## src/rtl/ps2_keyb_matrix.sv

```systemverilog
// PS/2 set-2 keyboard front end: filtered frame receiver, E0/F0 prefix decoder and 8x5 Spectrum key matrix.
// Matrix and scan outputs update on the edge that samples the stop bit; kbd is combinational from a_hi.
module ps2_keyb_matrix #(
  parameter int FILTER  = 8,
  parameter int TIMEOUT = 14000
) (
  input  logic       clk,
  input  logic       rst,
  input  logic       ps2clk,
  input  logic       ps2data,
  input  logic [7:0] a_hi,
  output logic [4:0] kbd,
  output logic       scan_valid,
  output logic [7:0] scancode,
  output logic       released,
  output logic       extended,
  output logic       frame_err
);

  localparam int FW = $clog2(FILTER + 1);
  localparam int TW = $clog2(TIMEOUT + 1);

  typedef enum logic [1:0] {IDLE, DATA, PARITY, STOP} state_t;

  logic          clk_s1, clk_s2, dat_s1, dat_s2;
  logic          clk_f;
  logic [FW-1:0] fcnt;
  logic          fe;
  state_t        state;
  logic [2:0]    bitcnt;
  logic [7:0]    shreg;
  logic          par_bit;
  logic [TW-1:0] tcnt;
  logic          rel, ext;
  logic [39:0]   mat;
  logic [39:0]   cur_mask;

  // Matrix bit index is row*5 + column.
  function automatic logic [39:0] key_mask(input logic [7:0] code, input logic is_ext);
    logic [39:0] m;
    m = '0;
    if (is_ext) begin
      case (code)
        8'h6B: begin m[0] = 1'b1; m[19] = 1'b1; end
        8'h72: begin m[0] = 1'b1; m[24] = 1'b1; end
        8'h75: begin m[0] = 1'b1; m[23] = 1'b1; end
        8'h74: begin m[0] = 1'b1; m[22] = 1'b1; end
        default: ;
      endcase
    end else begin
      case (code)
        8'h12: m[0] = 1'b1;   8'h1A: m[1] = 1'b1;   8'h22: m[2] = 1'b1;
        8'h21: m[3] = 1'b1;   8'h2A: m[4] = 1'b1;   8'h1C: m[5] = 1'b1;
        8'h1B: m[6] = 1'b1;   8'h23: m[7] = 1'b1;   8'h2B: m[8] = 1'b1;
        8'h34: m[9] = 1'b1;   8'h15: m[10] = 1'b1;  8'h1D: m[11] = 1'b1;
        8'h24: m[12] = 1'b1;  8'h2D: m[13] = 1'b1;  8'h2C: m[14] = 1'b1;
        8'h16: m[15] = 1'b1;  8'h1E: m[16] = 1'b1;  8'h26: m[17] = 1'b1;
        8'h25: m[18] = 1'b1;  8'h2E: m[19] = 1'b1;  8'h45: m[20] = 1'b1;
        8'h46: m[21] = 1'b1;  8'h3E: m[22] = 1'b1;  8'h3D: m[23] = 1'b1;
        8'h36: m[24] = 1'b1;  8'h4D: m[25] = 1'b1;  8'h44: m[26] = 1'b1;
        8'h43: m[27] = 1'b1;  8'h3C: m[28] = 1'b1;  8'h35: m[29] = 1'b1;
        8'h5A: m[30] = 1'b1;  8'h4B: m[31] = 1'b1;  8'h42: m[32] = 1'b1;
        8'h3B: m[33] = 1'b1;  8'h33: m[34] = 1'b1;  8'h29: m[35] = 1'b1;
        8'h14: m[36] = 1'b1;  8'h3A: m[37] = 1'b1;  8'h31: m[38] = 1'b1;
        8'h32: m[39] = 1'b1;
        8'h66: begin m[0] = 1'b1; m[20] = 1'b1; end
        default: ;
      endcase
    end
    return m;
  endfunction

  assign cur_mask = key_mask(shreg, ext);

  always_ff @(posedge clk) begin
    if (rst) begin
      clk_s1 <= 1'b1;
      clk_s2 <= 1'b1;
      dat_s1 <= 1'b1;
      dat_s2 <= 1'b1;
    end else begin
      clk_s1 <= ps2clk;
      clk_s2 <= clk_s1;
      dat_s1 <= ps2data;
      dat_s2 <= dat_s1;
    end
  end

  // A new clock level is accepted only after FILTER consecutive differing samples.
  always_ff @(posedge clk) begin
    if (rst) begin
      clk_f <= 1'b1;
      fcnt  <= '0;
    end else if (clk_s2 == clk_f) begin
      fcnt <= '0;
    end else if (fcnt == FW'(FILTER - 1)) begin
      clk_f <= clk_s2;
      fcnt  <= '0;
    end else begin
      fcnt <= fcnt + FW'(1);
    end
  end

  assign fe = (clk_s2 != clk_f) && (fcnt == FW'(FILTER - 1)) && !clk_s2;

  always_ff @(posedge clk) begin
    if (rst) begin
      state      <= IDLE;
      bitcnt     <= '0;
      shreg      <= '0;
      par_bit    <= 1'b0;
      tcnt       <= '0;
      rel        <= 1'b0;
      ext        <= 1'b0;
      mat        <= '1;
      scan_valid <= 1'b0;
      scancode   <= '0;
      released   <= 1'b0;
      extended   <= 1'b0;
      frame_err  <= 1'b0;
    end else begin
      scan_valid <= 1'b0;
      frame_err  <= 1'b0;
      if (state == IDLE || fe) tcnt <= '0;
      else                     tcnt <= tcnt + TW'(1);

      if (state != IDLE && !fe && tcnt == TW'(TIMEOUT)) begin
        state     <= IDLE;
        frame_err <= 1'b1;
      end else if (fe) begin
        case (state)
          IDLE: if (!dat_s2) begin
            state  <= DATA;
            bitcnt <= '0;
          end
          DATA: begin
            shreg  <= {dat_s2, shreg[7:1]};
            bitcnt <= bitcnt + 3'd1;
            if (bitcnt == 3'd7) state <= PARITY;
          end
          PARITY: begin
            par_bit <= dat_s2;
            state   <= STOP;
          end
          STOP: begin
            state <= IDLE;
            if (dat_s2 && (^{shreg, par_bit})) begin
              if (shreg == 8'hF0) begin
                rel <= 1'b1;
              end else if (shreg == 8'hE0) begin
                ext <= 1'b1;
              end else if (shreg == 8'h00 || shreg == 8'hFF) begin
                mat <= '1;
                rel <= 1'b0;
                ext <= 1'b0;
              end else begin
                mat        <= rel ? (mat | cur_mask) : (mat & ~cur_mask);
                scan_valid <= 1'b1;
                scancode   <= shreg;
                released   <= rel;
                extended   <= ext;
                rel        <= 1'b0;
                ext        <= 1'b0;
              end
            end else begin
              frame_err <= 1'b1;
              rel       <= 1'b0;
              ext       <= 1'b0;
            end
          end
          default: state <= IDLE;
        endcase
      end
    end
  end

  always_comb begin
    kbd = '1;
    for (int i = 0; i < 8; i++) begin
      if (!a_hi[i]) kbd = kbd & mat[i*5 +: 5];
    end
  end

endmodule

```

## config.mk

```make
export PLATFORM = sky130hd
export DESIGN_NAME = ps2_keyb_matrix
export DESIGN_NICKNAME = d
export VERILOG_FILES = /design/src/rtl/ps2_keyb_matrix.sv
export SDC_FILE = /design/constraint.sdc
export NUM_CORES = 1
export LEC_CHECK = 0
export ABC_AREA = 1
export ABC_CLOCK_PERIOD_IN_PS = 2200
export BUFFER_PORTS_ARGS = -buffer_cell sky130_fd_sc_hd__buf_4
export CORE_ASPECT_RATIO = 0.8
export CORE_MARGIN = 3
export CORE_UTILIZATION = 54
export CTS_BUF_LIST = sky130_fd_sc_hd__clkbuf_8
export CTS_CLUSTER_DIAMETER = 60
export DETAILED_ROUTE_END_ITERATION = 6
export GPL_ROUTABILITY_DRIVEN = 0
export PLACE_DENSITY = 0.75
export REMOVE_ABC_BUFFERS = 1
export SLEW_MARGIN = 40
export SYNTH_ARGS = -nofsm -noshare
export SYNTH_HDL_FRONTEND = slang
export SYNTH_SLANG_ARGS = --single-unit
```

## constraint.sdc

```tcl
create_clock -name clk -period 2.2 [get_ports clk]
set_input_delay 0.22 -clock clk [delete_from_list [all_inputs] [get_ports clk]]
set_output_delay 0.22 -clock clk [all_outputs]
set_load 0.05 [all_outputs]
```

**After elaboration in Yosys (flattened, before gate mapping)**

Index checks and enable logic that the tools add are counted.

- Word-level logic and storage cells: 207
- Flip-flop bits (word level): 91
- Output and inout bits: 17
- Input port bits: 12

- Reductions and logical operators: 30
- Bitwise gates (word level): 18
- Add/sub/neg operators: 3
- Mux-type cells: 77
- Equality and inequality tests: 60

Operators by type and width:

| operator | count |
|---|---|
| $eq 8x6->1 const B | 23 |
| $eq 8x7->1 const B | 13 |
| $mux 40 | 2 |
| $eq 8x5->1 const B | 9 |
| $mux 1 | 58 |
| $and 40x40->40 | 1 |
| $mux 5 | 8 |
| $not 40->40 | 1 |
| $or 40x40->40 | 1 |
| $and 5x5->5 | 7 |
| $eq 8x8->1 const B | 3 |
| $mux 18 | 1 |
| $mux 15 | 1 |
| $add 14x1->14 const B | 1 |
| $eq 14x14->1 const B | 1 |
| $reduce_and 4->1 | 3 |
| $reduce_and 3->1 | 3 |
| $reduce_xor 9->1 | 1 |
| $logic_not 8->1 | 1 |
| $not 1->1 | 8 |
| $pmux 2 s4 | 1 |
| $reduce_or 2->1 | 4 |
| $reduce_and 7->1 | 1 |
| $reduce_or 7->1 | 1 |
| other kinds (22) | 35 |

**Depth between registers and ports, before layout**

- Depth after elaboration: 15
- Depth in mapped cells: 15
- Mapped depth without buffers: 14

**Least setup slack after synthesis**

OpenSTA, ideal clock, no wires.

- Path kind: register to output
- Start: register mat[0]
- End: output port kbd[0]
- Cell stages (with the launch flop): 3
- Arrival time: 1.971 ns
- Path slack: 0.009 ns
- Path buffers: 0
- Cells stage by stage: dfxtp_1 -> o22ai_1 -> nor4_1

- Cells in the longest elaborated chain, start to end: 15

RTL lines:

| item | line | RTL |
|---|---|---|
| start: declaration | 35 | `logic [39:0] mat;` |
| start signal: assignment | 157 | `mat <= rel ? (mat \| cur_mask) : (mat & ~cur_mask);` |
| $mux 5 (*) | 180 | `if (!a_hi[i]) kbd = kbd & mat[i*5 +: 5];` |
| $and 5x5->5 | 180 |  |
| $mux 5 (*) | 180 |  |
| $and 5x5->5 | 180 |  |
| $mux 5 (*) | 180 |  |
| $and 5x5->5 | 180 |  |
| $mux 5 (*) | 180 |  |
| $and 5x5->5 | 180 |  |
| $mux 5 (*) | 180 |  |
| $and 5x5->5 | 180 |  |
| $mux 5 (*) | 180 |  |
| $and 5x5->5 | 180 |  |
| $mux 5 (*) | 180 |  |
| $and 5x5->5 | 180 |  |
| $mux 5 (*) | 180 |  |
| end: declaration | 12 | `output logic [4:0] kbd,` |

Mark *: on every way between the ends. The rest lies on a longest branch, timed or not.

**Worst setup path in the final report**

- Start: register fcnt[0]
- End: register mat[29]

- Cells in the longest elaborated chain, start to end: 8

RTL lines:

| item | line | RTL |
|---|---|---|
| start: declaration | 27 | `logic [FW-1:0] fcnt;` |
| start signal: assignment | 100 | `fcnt <= fcnt + FW'(1);` |
| $eq 4x3->1 (*) | 104 | `assign fe = (clk_s2 != clk_f) && (fcnt == FW'(FILTER - 1)) && !clk_s2;` |
| $logic_and 1x1->1 (*) (2 in series) | 104 |  |
| $logic_not 1->1 | 127 | `if (state != IDLE && !fe && tcnt == TW'(TIMEOUT)) begin` |
| $logic_and 1x1->1 (2 in series) | 127 |  |
| $not 1->1 (no line) | - |  |
| $reduce_and 6->1 (no line) (*) | - |  |

Marks and branches as above.
A chain may end at the register's enable or synchronous reset.

==> tab_implementation.tex <==
\begin{tabular}{lr}
\hline
Metric & Value \\
\hline
\multicolumn{2}{l}{\textbf{Critical path}} \\
Setup slack, reg-to-reg & 220 ps \\
Type of origin of the critical path & register \\
R2R depth & 11 \\
Required time at the worst-slack endpoint & 2440 ps \\
Total buffers and inverters traversed by the critical path & 1 \\
Cell occurring most often along the worst timing path & sky130\_fd\_sc\_hd\_\_nand2\_1 \\
Largest stage delay, worst path & 360 ps \\
Critical R2R Launch & fcnt[0]\$\_SDFF\_PP0\_ \\
Worst R2R End & mat[29]\$\_SDFFE\_PP1P\_ \\
Worst path top cell family by delay & simple AND/OR/NAND/NOR gates \\
Nature of the critical path endpoint & register \\
WS Path Type & reg -> reg \\
Maximum fanout encountered on the critical timing path & 21 \\
Slowest library cell on the worst path & sky130\_fd\_sc\_hd\_\_dfxtp\_1 \\
Critical path, cell by cell & ha\_1, nand2\_1, nor2\_1, nand2\_1, nor2\_4, nand2\_1, nor2\_2, nand3\_2, buf\_6, o21ai\_0, nand3\_1 \\
WP data arrival & 2230 ps \\
\multicolumn{2}{l}{\textbf{Route}} \\
Total Routed Length & 13.1 mm \\
Total vias in the final route & 5000 \\
Met1 wire length & 6.06 mm \\
Sum of met3 wire segment lengths after detailed routing & 1.34 mm \\
Final routed DRC violation total & 0 \\
Routed length per placed instance & 15.0 microns \\
Top routing layer in use & met4 \\
Final ANT Viol Nets & 0 \\
Met2 layer wire length in the routed design & 5.53 mm \\
Detailed router's first-iteration violation count & 439 \\
Router iterations before antenna repair & 5 \\
Number of vias per cell after detailed routing & 5.71 \\
\multicolumn{2}{l}{\textbf{STA}} \\
Measured slew at the worst slew-check pin & 779 ps \\
Tightest slew margin relative to the limit & 0.477 \\
Maximum clock rate & 0.504 GHz \\
Final Max Tran Viols & 0 \\
Share of the clock period used by the worst path & 0.901 \\
Fin Clk Skew & 14.1 ps \\
RSZ-0062 raised after global routing & false \\
Setup Viol. Count Final & 0 \\
Aggregate negative setup slack & 0 ps \\
Final hold violation count & 0 \\
Crit path setup slack, layout & 218 ps \\
Final Critical Period & 1980 ps \\
\multicolumn{2}{l}{\textbf{Run status}} \\
Result of the run & completed \\
\multicolumn{2}{l}{\textbf{Pwr}} \\
Worst-case vdd ir drop & 528 uV \\
Power density relative to cell area & 532 mW/mm\^{}2 \\
Leakage power & 0.00240 uW \\
Total Power & 2860 uW \\
\multicolumn{2}{l}{\textbf{Floorplanning}} \\
Starting density of the core & 0.564 \\
Number of top-level pins & 29 \\
Placement Rows & 30 \\
Area enclosed by the die boundary & 0.0102 sq mm \\
Die Span Y & 90.7 microns \\
Die Span X & 112 microns \\
Core footprint & 0.00860 sq mm \\
\multicolumn{2}{l}{\textbf{Synth}} \\
Count of yosys warnings during synthesis & 0 \\
Mapped cell area & 0.00485 sq mm \\
Syn Inst Count & 739 \\
Proportion of register bits with asynchronous set or reset after synthesis & 0 \\
Fraction of the yosys area taken by sequential cells & 0.376 \\
Number of synthesized register bits & 91 \\
Top\_reg\_cell synth & sky130\_fd\_sc\_hd\_\_dfxtp\_1 \\
Netlist cell types & 32 \\
Mean post-synth cell area & 6.56 sq um \\
Number of flops mapped to enable cells by yosys & 0 \\
\multicolumn{2}{l}{\textbf{Clocking}} \\
Post-CTS Hold Fix Bufs & 0 \\
Total clock sinks & 91 \\
Later-pin clock latency in the skew report & 370 ps \\
Number of CTS-inserted buffers & 9 \\
Clock tree from TritonCTS & yes \\
Deepest level of the CTS H-tree & 3 \\
Clock edge transition at the registers on the reported setup and hold paths & 90 ps \\
Clock root buffer & sky130\_fd\_sc\_hd\_\_clkbuf\_8 \\
Maximum number of buffers from clock root to sink & 2 \\
\multicolumn{2}{l}{\textbf{Place}} \\
\# port buffers & 28 \\
Half-perimeter wire length after placement & 9.29 mm \\
Pre-CTS setup slack & 201 ps \\
Number of cells in the design after placement & 857 \\
\multicolumn{2}{l}{\textbf{Layout}} \\
Fin nets & 780 \\
Fraction of final layout cells with drive strength greater than 1 & 0.110 \\
Final Instance Count excl. Fillers & 876 \\
Antenna cell count & 0 \\
Growth of design area from synthesis to finish & 11.0\% \\
Core utilization of the finished layout & 0.626 \\
\multicolumn{2}{l}{\textbf{Hold path}} \\
Hold-critical path endpoint & dat\_s1\$\_SDFF\_PP1\_ \\
Hold Path Class & in -> reg \\
Worst hold path stage count & 2 \\
Startpoint of the most critical hold path & ps2data \\
\multicolumn{2}{l}{\textbf{GRT}} \\
Vias in the first global route & 4544 \\
Antenna violations before repair & 0 \\
Global-route wire length before repair & 21.7 mm \\
Total gr overflow & 0 \\
Pin count of the biggest net entering global routing & 44 \\
Total Routing Usage GR & 0.259 \\
\multicolumn{2}{l}{\textbf{Flow run}} \\
Max-cap viol count & 0 \\
\hline
\end{tabular}
area by class of cell:
| class | instances | area [sq um] |
|---|---|---|
| clock buffer | 10 | 138 |
| clock inverter | 6 | 57.6 |
| fill | 793 | 3220 |
| inverter | 68 | 258 |
| multi-input combinational | 546 | 2610 |
| sequential | 91 | 1820 |
| tap | 112 | 140 |
| timing repair buffer | 43 | 357 |
worst max-delay path by stage:
stage                                   from                    to  slack (ps)  depth (start not counted)
final                     fcnt[0]$_SDFF_PP0_  mat[29]$_SDFFE_PP1P_         220                         11
after detailed placement  fcnt[0]$_SDFF_PP0_  mat[31]$_SDFFE_PP1P_         200                         11
after global placement    fcnt[0]$_SDFF_PP0_  mat[35]$_SDFFE_PP1P_         300                         13
after global routing      fcnt[0]$_SDFF_PP0_  mat[31]$_SDFFE_PP1P_           1                         11
after floorplan           fcnt[0]$_SDFF_PP0_  mat[18]$_SDFFE_PP1P_        -180                         12
after CTS                 fcnt[0]$_SDFF_PP0_  mat[31]$_SDFFE_PP1P_         180                         11
cells in the mapped netlist, drive strengths merged (8+ instances only):
| master | instances | share of area |
|---|---|---|
| o22ai | 20 | 0.026 |
| ha | 9 | 0.023 |
| buf | 17 | 0.022 |
| nor3 | 12 | 0.012 |
| a21oi | 30 | 0.031 |
| dfxtp | 91 | 0.38 |
| nor2 | 70 | 0.057 |
| nand2 | 208 | 0.16 |
| nand3 | 76 | 0.080 |
| o21ai | 79 | 0.084 |
| nand4 | 9 | 0.012 |
| clkbuf | 17 | 0.013 |
| nor4 | 8 | 0.010 |
| inv | 68 | 0.053 |
| or2 | 8 | 0.010 |
registers in the layout (all words and copies together), names as in the netlist, 2 cells and up:
signal / count
mat: 40
tcnt: 14
scancode: 8
shreg: 8
fcnt: 4
bitcnt: 3
state: 2
what timing repair did:
| item | CTS | global route |
|---|---|---|
| endpoints found under the setup margin | 0 | 17 |
| endpoints found under the hold margin | 0 | 0 |
| gates resized for setup | 0 | 6 |
| setup buffers | 0 | 2 |
logic make-up after synthesis:
logic type,after synthesis,synth area share
buf+inv,102,0.0875
xor+xnor,3,0.00542
fa+ha+maj,9,0.0232
simple gates,393,0.346
flops,91,0.376
compound gates,141,0.162
placed cells by master (no fill, tap or decap), drive strengths merged, types with 2 or more instances in the layout:
| master | instances |
|---|---|
| nand2 | 208 |
| dfxtp | 91 |
| o21ai | 79 |
| nand3 | 76 |
| nor2 | 70 |
| inv | 69 |
| buf | 42 |
| a21oi | 30 |
| o22ai | 20 |
| nor3 | 12 |
| clkbuf | 11 |
| nand4 | 9 |
| ha | 9 |
| nor4 | 8 |
| or2 | 8 |
| o311ai | 7 |
| xor2 | 3 |
| nor3b | 2 |
| a211oi | 2 |
| clkinvlp | 2 |
| clkinv | 2 |
metrics by stage:
step                hold WS, ps  cell area [sq um]
floorplan                   289               4680
global placement            400               5130
detailed placement          401               5130
CTS                        35.2               5330
global route               37.8               5380
finish                     45.1               5380
report_power, final:
group          switching (uW)  leakage (uW)  total (uW)  internal, uW
registers                3.64      0.000736        1650          1650
clock network             594      0.000101        1140           546
logic                    44.0       0.00156        66.0          22.0
routing by layer:
metal,track usage,vias to the layer above
li1,-,2501
met1,0.371,2241
met2,0.376,228
met3,0.0777,30
met4,0.0740,0
met5,0,-
Power figures use the tool's default switching activity.
